===== src/rtl/uart_tx_fifo_arbiter.sv =====
// Round-robin arbiter sharing one UART TX FIFO write port between NUM_REQ byte streams.
// Grant is held for a whole message; define UART_TX_ARB_WATCHDOG_EN to add a stall-release watchdog.
module uart_tx_fifo_arbiter #(
    parameter int NUM_REQ = 4,
    parameter int TIMEOUT = 16
) (
    input  logic                   arb_clk_i,
    input  logic                   arb_rst_i,
    input  logic [NUM_REQ-1:0]     req_valid_i,
    input  logic [NUM_REQ*8-1:0]   req_data_i,
    input  logic [NUM_REQ-1:0]     req_last_i,
    output logic [NUM_REQ-1:0]     req_ready_o,
    output logic                   fifo_wr_en_o,
    output logic [7:0]             fifo_data_o,
    input  logic                   fifo_full_i,
    output logic [NUM_REQ-1:0]     gnt_o,
    output logic                   busy_o,
    output logic                   timeout_o
);
    localparam int IDX_W = (NUM_REQ > 1) ? $clog2(NUM_REQ) : 1;

    typedef enum logic {ST_IDLE, ST_BUSY} state_t;

    state_t             state_q, state_d;
    logic [IDX_W-1:0]   rr_ptr_q, rr_ptr_d;
    logic [IDX_W-1:0]   gnt_idx_q, gnt_idx_d;
    logic [NUM_REQ-1:0] gnt_q, gnt_d;
    logic [IDX_W-1:0]   cand, pick;
    logic               found;
    logic               accept;
    logic               wd_fire;
    logic [7:0]         lane_data [NUM_REQ];

    generate
        if (NUM_REQ < 2 || NUM_REQ > 8 || TIMEOUT < 2 || TIMEOUT > 255) begin : g_bad_param
            $error("uart_tx_fifo_arbiter: parameter out of range");
        end
        for (genvar gi = 0; gi < NUM_REQ; gi++) begin : g_lane
            assign lane_data[gi] = req_data_i[8*gi +: 8];
        end
    endgenerate

    function automatic logic [IDX_W-1:0] next_idx(input logic [IDX_W-1:0] v);
        return (v == IDX_W'(NUM_REQ - 1)) ? '0 : v + 1'b1;
    endfunction

    // Reset blanks the byte path in the reset cycle itself, not just from the next one.
    assign accept = (state_q == ST_BUSY) & req_valid_i[gnt_idx_q] & ~fifo_full_i & ~arb_rst_i;

`ifdef UART_TX_ARB_WATCHDOG_EN
    localparam logic [7:0] STALL_LIMIT = 8'(TIMEOUT - 1);
    logic [7:0] stall_cnt_q, stall_cnt_d;
    logic       stall_cyc;

    // Only an empty lane counts as a stall; a full FIFO freezes the count.
    assign stall_cyc = (state_q == ST_BUSY) & ~req_valid_i[gnt_idx_q] & ~fifo_full_i;
    assign wd_fire   = stall_cyc & (stall_cnt_q == STALL_LIMIT) & ~arb_rst_i;

    always_comb begin
        stall_cnt_d = stall_cnt_q;
        if (state_q != ST_BUSY || accept) begin
            stall_cnt_d = '0;
        end else if (stall_cyc) begin
            stall_cnt_d = stall_cnt_q + 8'd1;
        end
    end

    always_ff @(posedge arb_clk_i) begin
        if (arb_rst_i) begin
            stall_cnt_q <= '0;
        end else begin
            stall_cnt_q <= stall_cnt_d;
        end
    end
`else
    assign wd_fire = 1'b0;
`endif

    always_ff @(posedge arb_clk_i) begin
        if (arb_rst_i) begin
            state_q   <= ST_IDLE;
            rr_ptr_q  <= '0;
            gnt_idx_q <= '0;
            gnt_q     <= '0;
        end else begin
            state_q   <= state_d;
            rr_ptr_q  <= rr_ptr_d;
            gnt_idx_q <= gnt_idx_d;
            gnt_q     <= gnt_d;
        end
    end

    always_comb begin
        found     = 1'b0;
        pick      = rr_ptr_q;
        cand      = rr_ptr_q;
        state_d   = state_q;
        rr_ptr_d  = rr_ptr_q;
        gnt_idx_d = gnt_idx_q;
        gnt_d     = gnt_q;
        for (int k = 0; k < NUM_REQ; k++) begin
            if (!found && req_valid_i[cand]) begin
                found = 1'b1;
                pick  = cand;
            end
            cand = next_idx(cand);
        end
        case (state_q)
            ST_IDLE: begin
                if (found) begin
                    state_d   = ST_BUSY;
                    gnt_idx_d = pick;
                    gnt_d     = NUM_REQ'(1) << pick;
                end
            end
            ST_BUSY: begin
                if ((accept && req_last_i[gnt_idx_q]) || wd_fire) begin
                    state_d  = ST_IDLE;
                    rr_ptr_d = next_idx(gnt_idx_q);
                    gnt_d    = '0;
                end
            end
            default: state_d = ST_IDLE;
        endcase
    end

    always_comb begin
        req_ready_o  = '0;
        fifo_wr_en_o = 1'b0;
        fifo_data_o  = 8'h00;
        if (accept) begin
            req_ready_o  = gnt_q;
            fifo_wr_en_o = 1'b1;
            fifo_data_o  = lane_data[gnt_idx_q];
        end
        gnt_o     = gnt_q;
        busy_o    = (state_q == ST_BUSY);
        timeout_o = wd_fire;
    end
endmodule

===== config.mk =====
export PLATFORM = sky130hd
export DESIGN_NAME = uart_tx_fifo_arbiter
export DESIGN_NICKNAME = d
export VERILOG_FILES = /design/src/rtl/uart_tx_fifo_arbiter.sv
export SDC_FILE = /design/constraint.sdc
export NUM_CORES = 1
export LEC_CHECK = 0
export ABC_AREA = 1
export CELL_PAD_IN_SITES_DETAIL_PLACEMENT = 1
export CELL_PAD_IN_SITES_GLOBAL_PLACEMENT = 2
export CORE_MARGIN = 4
export CORE_UTILIZATION = 20
export CTS_BUF_LIST = sky130_fd_sc_hd__clkbuf_8 sky130_fd_sc_hd__clkbuf_16
export DETAILED_ROUTE_END_ITERATION = 10
export GPL_ROUTABILITY_DRIVEN = 0
export MAX_ROUTING_LAYER = met4
export PLACE_DENSITY_LB_ADDON = 0.3
export SLEW_MARGIN = 40
export SYNTH_ARGS = -nofsm -noshare
export SYNTH_HDL_FRONTEND = slang
export SYNTH_SLANG_ARGS = --single-unit

===== constraint.sdc =====
create_clock -name arb_clk_i -period 5.1 [get_ports arb_clk_i]
set_input_delay 1.02 -clock arb_clk_i [delete_from_list [all_inputs] [get_ports arb_clk_i]]
set_output_delay 1.02 -clock arb_clk_i [all_outputs]
set_load 0.02 [all_outputs]

# Yosys cells after proc, flatten, opt, wreduce, memory -nomap -nowiden
# Cells that the tools add are included.
# totals
reg_bits	9
word_cells	73
out_inout_bits	19
# classes
addsub	4
order_cmp	6
muxes	35
bitwise	7
n_shift	1
n_reduce_logical	10
eq_ne	6
# op_table
op	count
8-bit two-way mux	3
8-bit binary-select mux with 2-bit select	1
2-bit by 3-bit < comparator with 1-bit output (second input constant)	5
2-bit two-way mux	7
1-bit two-way mux	13
1-bit binary-select mux with 2-bit select	6
4-bit two-way mux	3
2-bit by 1-bit adder with 2-bit output (second input constant)	4
2-bit equality test (second input constant)	4
4-bit one-hot mux with 2 select lines	1
2-bit AND reduction	3
1-bit logical AND	4
1-bit by 2-bit left shift with 4-bit output (first input constant)	1
1-bit AND	3
3-bit greater-or-equal comparator (second input constant)	1
1-bit logical NOT	3
1-bit NOT	3
2-bit NOT with 3-bit output	1
2-bit by 1-bit != test with 1-bit output (second input constant)	1
2-bit != test (second input constant)	1
1-bit one-hot mux with 2 select lines	1

# Depth between registers and ports, before layout
# depth
depth_word	15
ltp_mapped	15

# Worst setup path after synthesis
# Ideal clock, no wire load.
# synth_timing
path_kind	input port to output port
from	input arb_rst_i
to	output fifo_data_o[1]
arrival_ns	2.420
setup_slack_ns	1.660
path_stages	7
t_required_ns	4.080
path_cell_list	clkbuf_1 nor3_1 nand2_1 a31oi_2 inv_1 clkbuf_1 a21oi_1
# synth_via
elab_chain_cells	3
# synth_rtl
element	line	text
start, declared	8	input logic arb_rst_i,
1-bit NOT	48	assign accept = (state_q == ST_BUSY) & req_valid_i[gnt_idx_q] & ~fifo_full_i & ~arb_rst_i;
1-bit AND	48	
8-bit two-way mux	131	if (accept) begin
end, declared	14	output logic [7:0] fifo_data_o,
# No other way between the ends.

# Worst setup path after layout
# layout_timing
from	input arb_rst_i
to	output fifo_data_o[2]
# The elaborated chain is that of the path after synthesis.

==> summary by stage <==
STA
The time the final worst path needs with I/O delays and setup is 4.24 ns. Setup total negative slack on the finished layout was measured at 0 ns. Setup repair after global routing left no endpoint under its margin.

Clock skew on the completed layout was measured at 0.00236 ns. The slew at the pin with the worst max-slew slack is between 0.5 and 0.6 ns. Derived from the worst setup path, the maximum achievable clock frequency is approximately 240 MHz. The count of pins over their slew limit is 0.

Of the available clock period, the critical path in the final layout requires 0.832. Setup violations remaining at the end of the flow were counted as 0. The worst pin sits at a relative slew slack of 0.635. The final-report hold violation count is 0.

Synth
The count of different cell masters after synthesis is 29. Dividing the synthesized area by the synthesized cell count gives 5.69 sq um. For this run, the number of Yosys warnings is 0. The synthesized design contains 9 register bits.

The synthesized area is 1210 sq um. The gate count of the mapped netlist is 213. The sequential share of the synthesized area is 0.149.

Counting every net in the synthesized netlist gives around 260.

Floorplanning
The die covers approximately 7400 sq um. The count of pins on the block boundary is 62. The die outline height is approximately 86 um. The row count is 28.

For this configuration, the core starts out at a cell density of 0.206. The die boundary width is 85.8 um. After floorplanning, the core was sized to cover 5890 sq um.

Global route
The initial antenna violation count is 0. The first global-routing pass estimated between 7 and 8 mm of wire. The total overflow left after global routing is 0. Entering global routing, the biggest net connects 20 pins. The total global routing track utilization is 0.124. The via count of the first global-routing pass is 1490.

Drt
Dividing the detail-routed via count by the number of cells gives between 4 and 5. For this block, the initial DRC count from the detailed router was 60. The routed wire length is 4.35 mm.

The post-detailed-route wirelength per cell is about 13 um. Across all layers, the routed design uses 1455 vias. For this run, design rule violations remaining after detail routing come to 0. The pre-antenna-repair detailed-routing pass consisted of 4 iterations. The count of nets left with antenna violations once routing finished came out at 0.

CTS
The cell at the root of the clock tree is clkbuf_8. The clock tree buffer depth is 2. The post-CTS setup buffer count is 0. TritonCTS created 3 clock buffers.

Clock-pin slew was measured on the worst setup and hold paths at ~0.050 ns. The clock tree from TritonCTS is yes. The number of clock sinks is 9.

The depth of the CTS H-tree is 1. The number of instances resized during post-cts repair is 0. The later pin in the worst-skew pair is clocked with a latency of 0.23 ns. The number of hold buffers added after CTS was 0.

Run
The max-capacitance violation count is 0.

Critical path
The reg-to-reg critical path startpoint is rr_ptr_q[0]. The worst-case reg-to-reg path depth is 13. The largest driver fanout on the critical path is 12.

STA puts the critical path data arrival time at around 3.2 ns. The most critical setup path has its startpoint at arb_rst_i. The worst setup path is captured at an output pin. The worst setup path is of the input port to output pin kind. Setup slack on the worst reg-to-reg path comes out at slightly below 3 ns.

The required time reported for the critical path endpoint is around 4 ns. The worst register-to-register path ends at gnt_o[3]. STA classifies the critical path startpoint as an input port.

Cells and area
The post-route cell area is between 1500 and 2000 sq um. The number of fillers in the final layout is just under 800. After the last flow step, the layout net total stands at around 320. The fraction of layout instances using a drive strength above 1 is 0.145. From synthesis to final layout, the design area changed by 57.5%. The number of antenna diodes in the final layout is 0. For this run, the number of standard cells in the final layout without fillers is 344.

Power
For this design the ratio of total power to cell area is 188 nW/um^2. VDD sags by at most between 0.1 and 0.15 mV. The leakage component of the power is between 0.8 and 0.9 nW.

Min path
The class of the tightest hold or removal check is flip-flop to flip-flop. In this run the most critical hold path is launched from gnt_o[0]. The worst hold path terminates at gnt_o[0].

The worst hold path cell count is 2.

Place
The HPWL after detailed placement is between 3 and 4 mm. Counting tap cells, the placed design contains a total of 340 instances. Port buffering added 60 buffers. In this run the cell area measured after placement is approximately 1900 sq um.

Outcome
The run finished with clean final reports.
[Yosys cell counts]
master	count	share of area
nand2_1	38	0.12
nor2_2	1	0.0052
a31oi_1	1	0.0052
conb_1	1	0.0031
nand2_4	7	0.065
inv_6	1	0.0072
buf_2	4	0.017
nand3_1	12	0.050
nor3_1	1	0.0041
o21ai_1	2	0.0083
nand3b_4	1	0.017
ha_1	2	0.021
o211ai_1	1	0.0062
a31oi_2	1	0.010
nand3_2	4	0.033
buf_6	1	0.0093
clkinv_1	1	0.0031
nor2_4	1	0.0093
o21ai_0	18	0.074
dfxtp_1	9	0.15
nor2_1	47	0.15
a21oi_1	16	0.066
nand3_4	1	0.014
buf_4	1	0.0062
inv_2	5	0.015
inv_1	20	0.062
nand2_2	12	0.062
inv_4	1	0.0052
clkbuf_1	3	0.0093
[logic make-up (layout without fill, tap and decap cells)]
| group | after synthesis | after routing | synth area share |
|---|---|---|---|
| AOI/OAI and AO/OA | 39 | 39 | 0.170 |
| adders and majority gates | 2 | 2 | 0.0207 |
| buffers and inverters | 37 | 93 | 0.134 |
| DFF | 9 | 9 | 0.149 |
| other | 1 | 1 | 0.00310 |
| and+or+nand+nor | 125 | 125 | 0.523 |
[worst max path at each step]
stage	to	slack, ns	cells past startpoint
after floorplan	fifo_data_o[1]	1.66	7
after global placement	req_ready_o[3]	0.89	7
after detailed placement	fifo_data_o[2]	0.82	7
after CTS	fifo_data_o[2]	0.84	7
after global routing	fifo_data_o[2]	0.61	7
final	fifo_data_o[2]	0.86	7
[cell usage in the layout, fill, tap and decap left out]
| cell | instances |
|---|---|
| a21oi_1 | 16 |
| a31oi_1 | 1 |
| a31oi_2 | 1 |
| buf_4 | 1 |
| clkbuf_8 | 3 |
| clkdlybuf4s50_1 | 60 |
| clkinv_1 | 1 |
| conb_1 | 1 |
| dfxtp_1 | 9 |
| ha_1 | 2 |
| inv_1 | 21 |
| inv_2 | 5 |
| inv_4 | 1 |
| inv_6 | 1 |
| nand2_1 | 38 |
| nand2_2 | 12 |
| nand2_4 | 7 |
| nand3_1 | 12 |
| nand3_2 | 4 |
| nand3_4 | 1 |
| nand3b_4 | 1 |
| nor2_1 | 47 |
| nor2_2 | 1 |
| nor2_4 | 1 |
| nor3_1 | 1 |
| o211ai_1 | 1 |
| o21ai_0 | 18 |
| o21ai_1 | 2 |
[metrics by stage]
step                hold WS [ns]  worst slack, ns  utilization  total power [mW]
floorplan                  0.485             1.66            -             0.208
CTS                        0.492            0.836        0.324             0.365
global placement           0.494            0.891        0.317             0.279
detailed placement         0.484            0.821        0.317             0.279
finish                     0.487            0.857        0.324             0.358
global route               0.510            0.610        0.324             0.391
[critical path: stages]
cell	delay, ns
clkdlybuf4s50_1	0.55
nor3_1	0.26
nand2_1	0.09
a31oi_2	0.18
inv_1	0.26
a21oi_1	0.22
clkdlybuf4s50_1	0.63
[state kept, by name, indices dropped and copies added (netlist names)]
| signal | cells |
|---|---|
| rr_ptr_q | 2 |
| busy_o | 1 |
| gnt_idx_q | 2 |
| gnt_o | 4 |
[layer usage]
metal,routed length [um],GRT usage
met2,1920,0.195
met4,0,0.00863
met1,2240,0.173
met3,199,0.0221
met5,0,-
[report_power, final]
group	internal [mW]	leakage, nW	total, mW	switching [mW]
clock network	0.0525	0.0269	0.0816	0.0291
logic	0.0833	0.731	0.187	0.104
registers	0.0776	0.0737	0.0896	0.0120
[final cells by class]
type / count / area [sq um] / area share
Multi-Input combinational cell: 167 / 868 / 0.455
Sequential cell: 9 / 180 / 0.0944
Clock buffer: 3 / 41.3 / 0.0216
Inverter: 28 / 113 / 0.0590
Timing Repair Buffer: 61 / 608 / 0.319
Clock inverter: 1 / 3.75 / 0.00197
Tap cell: 75 / 93.8 / 0.0492
No activity file was read; power rests on OpenSTA's default activity.
